[src/rtl/cabac_pkg.sv]
// Shared CABAC decoder definitions: FSM state encoding, bypass-path
// constants and default datapath widths.
package cabac_pkg;

  // Default datapath widths of the arithmetic decoder registers.
  localparam int DEF_VALUE_W = 32;
  localparam int DEF_RANGE_W = 9;

  // m_value carries 7 more fraction bits than m_range on the bypass path.
  localparam int RANGE_SHIFT_EP = 7;

  // m_bitsNeeded after a byte refill, and the value that forces the next refill.
  localparam logic signed [3:0] BITS_NEEDED_INIT = 4'sb1000;  // -8
  localparam logic signed [3:0] BITS_NEEDED_LAST = 4'sb1111;  // -1

  // Bypass sequencer states.
  typedef enum logic [1:0] {
    IDLE,
    DECODE,
    WAIT_BYTE,
    FINISH
  } state_t;

endpackage : cabac_pkg

[src/rtl/bypass_bin_step.sv]
// Single bypass (equiprobable) bin decision: shift m_value left by one,
// optionally append a refill byte, then compare/subtract against range<<7.
module bypass_bin_step
  import cabac_pkg::*;
#(
  parameter int VALUE_W = DEF_VALUE_W,
  parameter int RANGE_W = DEF_RANGE_W
) (
  input  logic [VALUE_W-1:0] value,
  input  logic [RANGE_W-1:0] range,
  input  logic               refill,
  input  logic [7:0]         byte_in,
  output logic               bin,
  output logic [VALUE_W-1:0] value_next
);

  logic [VALUE_W-1:0] shifted;
  logic [VALUE_W-1:0] scaled;

  // Shift-in (plus refill byte), then the equiprobable compare/subtract.
  // NOTE: every output of a combinational block is assigned on every path,
  // otherwise synthesis infers a latch to hold the old value.
  always_comb begin
    shifted    = {value[VALUE_W-2:0], 1'b0}
               + (refill ? {{(VALUE_W-8){1'b0}}, byte_in} : '0);
    scaled     = {{(VALUE_W-RANGE_W){1'b0}}, range} << RANGE_SHIFT_EP;
    bin        = (shifted >= scaled);
    // value < scaled on entry keeps shifted - scaled < scaled, so one
    // subtraction always renormalises.
    value_next = bin ? (shifted - scaled) : shifted;
  end

endmodule : bypass_bin_step

[src/rtl/bypass_bins_ctrl.sv]
// Multi-bin bypass decoding sequencer (decodeBinsEP). Decodes one bin per
// cycle, stalls for a refill byte whenever m_bitsNeeded reaches -1, and
// hands back the packed bins with the updated m_value / m_bitsNeeded.
module bypass_bins_ctrl
  import cabac_pkg::*;
#(
  parameter int VALUE_W  = DEF_VALUE_W,
  parameter int RANGE_W  = DEF_RANGE_W,
  parameter int MAX_BINS = 32,
  parameter int CNT_W    = 6
) (
  input  logic                      clk,
  input  logic                      rst,
  input  logic                      start,
  input  logic [CNT_W-1:0]          num_bins,
  input  logic [RANGE_W-1:0]        range_in,
  input  logic [VALUE_W-1:0]        value_in,
  input  logic signed [3:0]         bits_needed_in,
  input  logic                      byte_valid,
  input  logic [7:0]                byte_in,
  output logic                      byte_ready,
  output logic                      busy,
  output logic                      done,
  output logic [MAX_BINS-1:0]       bins_out,
  output logic [VALUE_W-1:0]        value_out,
  output logic signed [3:0]         bits_needed_out
);

  localparam logic [CNT_W-1:0] CNT_MAX = CNT_W'(MAX_BINS);
  localparam logic [CNT_W-1:0] CNT_ONE = CNT_W'(1);

  state_t              state_q, state_d;
  logic [RANGE_W-1:0]  range_q, range_d;
  logic [VALUE_W-1:0]  value_q, value_d;
  logic signed [3:0]   bn_q, bn_d;
  logic [CNT_W-1:0]    cnt_q, cnt_d;
  logic [MAX_BINS-1:0] acc_q, acc_d;

  logic [CNT_W-1:0]    num_bins_sat;
  logic                refill;
  logic                step_bin;
  logic [VALUE_W-1:0]  step_value;

  // Requests larger than the accumulator are clipped to a full word.
  assign num_bins_sat = (num_bins > CNT_MAX) ? CNT_MAX : num_bins;

  // The byte is appended only while waiting for it; the step result is
  // committed only when byte_valid arrives.
  assign refill = (state_q == WAIT_BYTE);

  bypass_bin_step #(
    .VALUE_W (VALUE_W),
    .RANGE_W (RANGE_W)
  ) u_step (
    .value      (value_q),
    .range      (range_q),
    .refill     (refill),
    .byte_in    (byte_in),
    .bin        (step_bin),
    .value_next (step_value)
  );

  // Next-state and next-datapath logic; every register holds by default.
  always_comb begin
    state_d = state_q;
    range_d = range_q;
    value_d = value_q;
    bn_d    = bn_q;
    cnt_d   = cnt_q;
    acc_d   = acc_q;

    case (state_q)
      IDLE: begin
        if (start) begin
          range_d = range_in;
          value_d = value_in;
          bn_d    = bits_needed_in;
          cnt_d   = num_bins_sat;
          acc_d   = '0;
          state_d = (num_bins_sat == '0) ? FINISH : DECODE;
        end
      end

      DECODE: begin
        if (bn_q == BITS_NEEDED_LAST) begin
          // Bit budget exhausted: this cycle only requests a byte.
          state_d = WAIT_BYTE;
        end else begin
          value_d = step_value;
          bn_d    = bn_q + 4'sd1;
          acc_d   = {acc_q[MAX_BINS-2:0], step_bin};
          cnt_d   = cnt_q - CNT_ONE;
          state_d = (cnt_q == CNT_ONE) ? FINISH : DECODE;
        end
      end

      WAIT_BYTE: begin
        if (byte_valid) begin
          value_d = step_value;
          bn_d    = BITS_NEEDED_INIT;
          acc_d   = {acc_q[MAX_BINS-2:0], step_bin};
          cnt_d   = cnt_q - CNT_ONE;
          state_d = (cnt_q == CNT_ONE) ? FINISH : DECODE;
        end
      end

      FINISH: begin
        state_d = IDLE;
      end

      default: begin
        state_d = IDLE;
      end
    endcase
  end

  // State and datapath registers with synchronous reset.
  // NOTE: sequential state uses non-blocking assignments so every register
  // samples pre-edge values regardless of statement order.
  always_ff @(posedge clk) begin
    if (rst) begin
      state_q <= IDLE;
      range_q <= '0;
      value_q <= '0;
      bn_q    <= BITS_NEEDED_INIT;
      cnt_q   <= '0;
      acc_q   <= '0;
    end else begin
      state_q <= state_d;
      range_q <= range_d;
      value_q <= value_d;
      bn_q    <= bn_d;
      cnt_q   <= cnt_d;
      acc_q   <= acc_d;
    end
  end

  // Working registers double as result registers: they stop changing once
  // FINISH is reached and are only reloaded by the next accepted start.
  assign bins_out        = acc_q;
  assign value_out       = value_q;
  assign bits_needed_out = bn_q;

  assign done       = (state_q == FINISH);
  assign busy       = (state_q == DECODE) || (state_q == WAIT_BYTE);
  assign byte_ready = (state_q == WAIT_BYTE);

endmodule : bypass_bins_ctrl
[config.mk]
export PLATFORM = sky130hd
export DESIGN_NAME = bypass_bins_ctrl
export DESIGN_NICKNAME = d
export VERILOG_FILES = /design/src/rtl/cabac_pkg.sv /design/src/rtl/bypass_bin_step.sv /design/src/rtl/bypass_bins_ctrl.sv
export SDC_FILE = /design/constraint.sdc
export NUM_CORES = 1
export LEC_CHECK = 0
export ABC_AREA = 1
export CORE_ASPECT_RATIO = 0.7
export CORE_MARGIN = 5
export CORE_UTILIZATION = 50
export DETAILED_ROUTE_END_ITERATION = 10
export PLACE_DENSITY = 0.76
export SYNTH_ARGS = -nofsm -noshare
export SYNTH_HDL_FRONTEND = slang
export SYNTH_HIERARCHICAL = 1
export SYNTH_SLANG_ARGS = --single-unit
export TNS_END_PERCENT = 10
[constraint.sdc]
create_clock -name clk -period 6.1 [get_ports clk]
set_input_delay 0.915 -clock clk [delete_from_list [all_inputs] [get_ports clk]]
set_output_delay 0.915 -clock clk [all_outputs]
set_load 0.01 [all_outputs]
# Yosys cells after proc, flatten, opt, wreduce, memory -nomap -nowiden
# Index checks and enable logic that the tools add are counted.
[op_classes]
n_addsub = 4
magnitude_cmp = 2
n_eq_ne = 8
mux = 25
n_reduce_logical = 7
[ops]
columns = ["operator", "n"]
rows = [
  ["$mux 32", 7],
  ["$pmux 32 s3", 2],
  ["$add 32x32->32", 1],
  ["$ge 32x16->1", 1],
  ["$sub 32x16->32", 1],
  ["$mux 6", 4],
  ["$pmux 6 s3", 1],
  ["$mux 4", 3],
  ["$pmux 4 s3", 1],
  ["$mux 2", 5],
  ["$mux 8", 1],
  ["$pmux 2 s4", 1],
  ["$eq 6x1->1 const B", 1],
  ["$gt 6x6->1 const B", 1],
  ["$logic_not 6->1", 1],
  ["$ne 2x2->1 const B", 3],
  ["$sub 6x1->6 const B", 1],
  ["$add 4x2->4 const B", 1],
  ["$eq 2x2->1 const B", 2],
  ["$eq 4x1->1 const B", 1],
  ["$reduce_and 2->1", 2],
  ["$reduce_and 4->1", 1],
  ["$reduce_bool 3->1", 1],
  ["$eq 2x1->1 const B", 1],
  ["2 further kinds", 2],
]
[word_totals]
register_bits = 85
output_inout_bits = 71
wordCells = 52

# Depth between registers and ports, before layout
[logic_depth]
depth_word = 7
mapped_depth = 33
depth_no_buf = 32

# Hierarchy
# Netlist, hierarchy kept.
[by_module_without_submodules]
columns = ["module", "n_inst", "cells_each", "area_each_um2"]
rows = [
  ["bypass_bins_ctrl", 1, 557, 4095.2],
  ["bypass_bin_step", 1, 557, 2726.4],
]

# Worst setup path after synthesis
# No wires, ideal clock.
[synth_path]
kind = "register to register"
start = "register state_q[0]"
end = "register value_q[14] (netlist: value_out[14])"
arrival_ns = 4.264
path_slack_ns = 1.720
stages_incl_launch_ff = 32
period_less_slack_ns = 4.380
cell_sequence = "dfxtp_1 > inv_1 > ha_1 > clkbuf_1 > nand2_1 > inv_1 > ha_1 > inv_1 > fa_1 > inv_1 > nand2_1 > nand2_1 > nand3_1 > nand2_2 > xor2_1 > ha_1 > clkbuf_1 > a21oi_1 > o21ai_1 > a21oi_1 > nand2_1 > nor2_1 > nand3_1 > nor2_2 > nand3_4 > inv_6 > buf_12 > o21ai_1 > nand2_1 > nand2_1 > o21ai_0 > nor2_1"
[synth_between]
elab_chain_len = 7
word_cells_on_any_way = 16
classes_between = "2 x add/sub; 1 x order compare; 5 x eq/ne; 5 x mux; 3 x reduce/logical"
[synth_lines]
columns = ["element", "line_no", "source"]
rows = [
  ["from (decl)", "bypass_bins_ctrl.sv:32", "state_t state_q, state_d;"],
  ["from (signal assigned)", "bypass_bins_ctrl.sv:129", "state_q <= state_d;"],
  ["$eq 2x2->1 (*)", "n/a", ""],
  ["named net byte_ready", "bypass_bins_ctrl.sv:21", "output logic byte_ready,"],
  ["$mux 8 (*)", "bypass_bin_step.sv:25", "+ (refill ? {{(VALUE_W-8){1'b0}}, byte_in} : '0);"],
  ["$add 32x32->32 (*)", "bypass_bin_step.sv:25", ""],
  ["$sub 32x16->32 or $ge 32x16->1 (tied branches)", "bypass_bin_step.sv:30, bypass_bin_step.sv:27", ""],
  ["$mux 32 (*)", "bypass_bin_step.sv:30", "value_next = bin ? (shifted - scaled) : shifted;"],
  ["named net step_value[14]", "bypass_bins_ctrl.sv:42", "logic [VALUE_W-1:0] step_value;"],
  ["$mux 32 (on tied branches)", "bypass_bins_ctrl.sv:98, bypass_bins_ctrl.sv:85", ""],
  ["$pmux 32 s3 (*)", "bypass_bins_ctrl.sv:72", "case (state_q)"],
  ["to (signal assigned)", "bypass_bins_ctrl.sv:131", "value_q <= value_d;"],
  ["to (decl)", "bypass_bins_ctrl.sv:34", "logic [VALUE_W-1:0] value_q, value_d;"],
]
# The timed path passes the listed nets; every way through them passes the cells marked *. The select of a mux whose other input is x is not followed.
# A chain may end at the register's enable or synchronous reset.

# Worst setup path after layout
[layout_path]
start = "register state_q[0]"
end = "register value_q[27] (netlist: value_out[27])"
[layout_between]
elab_chain_len = 7
word_cells_on_any_way = 16
classes_between = "2 x add/sub; 1 x order compare; 5 x eq/ne; 5 x mux; 3 x reduce/logical"
[layout_lines]
columns = ["element", "line_no", "source"]
rows = [
  ["$eq 2x2->1 (*)", "bypass_bins_ctrl.sv:49", "assign refill = (state_q == WAIT_BYTE);"],
  ["$mux 8 (*)", "bypass_bin_step.sv:25", ""],
  ["$add 32x32->32 (*)", "bypass_bin_step.sv:25", ""],
  ["$ge 32x16->1 (*)", "bypass_bin_step.sv:27", "bin = (shifted >= scaled);"],
  ["named net step_bin", "bypass_bins_ctrl.sv:41", "logic step_bin;"],
  ["$mux 32 (*)", "bypass_bin_step.sv:30", ""],
  ["named net step_value[27]", "bypass_bins_ctrl.sv:42", ""],
  ["$mux 32 (on tied branches)", "bypass_bins_ctrl.sv:98, bypass_bins_ctrl.sv:85", ""],
  ["$pmux 32 s3 (*)", "bypass_bins_ctrl.sv:72", ""],
]
# Marks and branches as above.

==> results.md <==
- Max-slew headroom: 31.4%
- I/O Buffers: 133
- Post-Place Cells: 1397
- PostCTS Resize Cnt: 0
- Clock transition at the registers of the reported paths: 0.07 ns
- Post-Syn Area: 6820 um^2
- IO Pins: 134
- Worst path most repeated cell: nand2_1
- Pin count of the biggest net entering global routing: 76
- CP Class: reg -> reg
- Cell row count: 35
- Power Density: 444 nW/um^2
- Postcts setup bufs: 0
- Die height: 108 um
- Post-route ant nets: 0
- Full die area: 16100 um^2
- Global route overflow: 0
- Tmin final: 5.34 ns
- Tcrit/Tclk final: 87.5%
- Synth Area in XOR/XNOR: 2.70%
- Initial Utilization: 51.4%
- Total CTS buffers: 9
- Synth Area in Adders: 4.81%
- Post-synth cell types: 42
- Maxcap violations: 0
- Detailed router's first-iteration violation count: 772
- Hold Path Class: reg -> reg
- Metal-1 WL: 10900 um
- WL/cell: 15.8 um
- Syn_nets: 1202
- GPL Wtd Cong: 0.963
- # diodes: 0
- Placed Instance Area: 8140 um^2
- CTS tree: built
- Simple-gate portion of the synthesized area: 44.7%
- Final wirelength: 22300 um
- CP Capture Type: flip-flop
- Lkg Pwr: 3.82 nW
- Initial antenna violation count: 0
- Worst slack at placement: 0.609 ns
- Layout cells sized above 1: 12.1%
- WP data required: 6.32 ns
- Uppermost layer routed: met4
- Fin. max-slew vios: 0
- DRC: 0
- Core ar.: 13300 um^2
- Combinational family with the most area after synthesis: simple AND/OR/NAND/NOR gates
- Dpl hpwl: 17000 um
- Complex-gate fraction of the synthesized area: 12.2%
- Most frequent cells in the layout: nand2_1, nor2_1, clkdlybuf4s50_1
- Least-Margin Pin Slew: 1.03 ns
- Commonest non-fill, non-tap cell in the layout: nand2_1
- Max Buffers Root-to-Sink: 2
- Vias in the first global route: 6614
- Crit path launch type: flip-flop
- Final setup viols: 0
- Area leader, netlist: dfxtp_1
- Worst Path Arrival: 5.56 ns
- Outcome: finished, final reports clean
- Clk Latency, worst-skew pair: 0.34 ns
- Max Clock Freq: 0.187 GHz
- Post-Syn Instances: 1114
- WL met3: 2290 um
- Synth warn: 6
- First-pass GRT wire length: 35500 um
- Hold-fix buffers, CTS: 0
- CP max-delay cell: ha_1
- Synthesized area per cell: 6.12 um^2
- Hold Fails Final Rpt: 0
- Worst setup margin: 0.764 ns
- RSZ-0062 raised after global routing: false
- Die W: 150 um
- Post-layout nets: 1311
- H-tree depth: 3
- Util after Layout: 63.8%
- IR drop worst, VDD: 228 uV
- Detailed-route via count: 7492
- DR pass1 iterations: 6
- Peak fanout along the critical path: 19
- Sequential cell area fraction in the yosys report: 24.9%
- GRT Overall Usage: 27.6%
- Via density: 5.31
- Final Cell Area: 8460 um^2
- Root Buffer: clkbuf_16
- TNS Setup: 0 ns
- Top-area cell type share of the netlist area: 24.9%
- CTS Sinks: 85
- Worst Skew: 0.00935 ns
- CP max stage delay: 0.59 ns
- Seq cells post-synth: 85
- Non-filler instance count after layout: 1412
- Routed met2 length: 8720 um
- Post-synthesis mux area share: 0%
- Synth top area cells: dfxtp_1, nand2_1, nor2_1, nand3_1, inv_1
- Area Overhead vs Synth: 24.1%
cell families after synthesis:
kind of cell               after synthesis
buffers and inverters                  159
adders and majority gates               25
and+or+nand+nor                        692
xor gates and xnor gates                21
DFF                                     85
AOI/OAI and AO/OA                      132
cell usage after synthesis (all sizes together):
cell type	n
nand2	383
nor2	175
inv	118
nand3	103
dfxtp	85
o21ai	72
a21oi	56
clkbuf	23
ha	23
buf	17
nand4	15
xor2	14
nor3	8
xnor2	7
nand3b	3
and2	2
fa	2
nor3b	2
a31oi	1
and3	1
clkinv	1
o211ai	1
o21a	1
o31ai	1
through the flow:
step	power [mW]	hold slack [ns]
CTS	3.71	0.477
global placement	3.10	0.460
finish	3.76	0.476
floorplan	2.47	0.455
detailed placement	3.10	0.466
global route	4.06	0.498
layout make-up:
class	count	area [um^2]
fill	1318	4810
multi-input combinational	870	4390
timing repair buffer	138	1360
inverter	119	452
clock inverter	6	95.1
sequential	85	1700
tap	185	231
clock buffer	9	225
path summary, 6_finish.rpt:
kind                   end  depth (start not counted)          from  slack (ns)
max reg2reg  value_out[27]                         28    state_q[0]        0.76
max          value_out[27]                         28    state_q[0]        0.76
min           bins_out[31]                          2  bins_out[31]        0.48
min reg2reg   bins_out[31]                          2  bins_out[31]        0.48
power breakdown:
part           internal, mW  switching [mW]  total [mW]
combinational         0.809            1.47        2.28
sequential            0.679           0.200       0.879
clock                 0.361           0.242       0.603
sequential cells by signal (all words and copies together) (netlist names):
signal	flops
range_q	9
state_q	2
bits_needed_out	4
bins_out	32
cnt_q	6
value_out	32
critical path: cells and delay by family, from the launching register on:
kind,cells,cell delay (ns)
fa+ha+maj,4,1.56
simple gates,13,1.49
compound gates,5,0.93
buf+inv,5,0.58
flops,1,0.36
xor+xnor,1,0.29
metal layers:
metal | vias to the layer above | track usage [%]
li1 | 3731 | -
met1 | 3401 | 43.4
met2 | 322 | 38.1
met3 | 38 | 5.89
met4 | 0 | 5.29
met5 | - | 0
No activity file was read; power rests on OpenSTA's default activity.
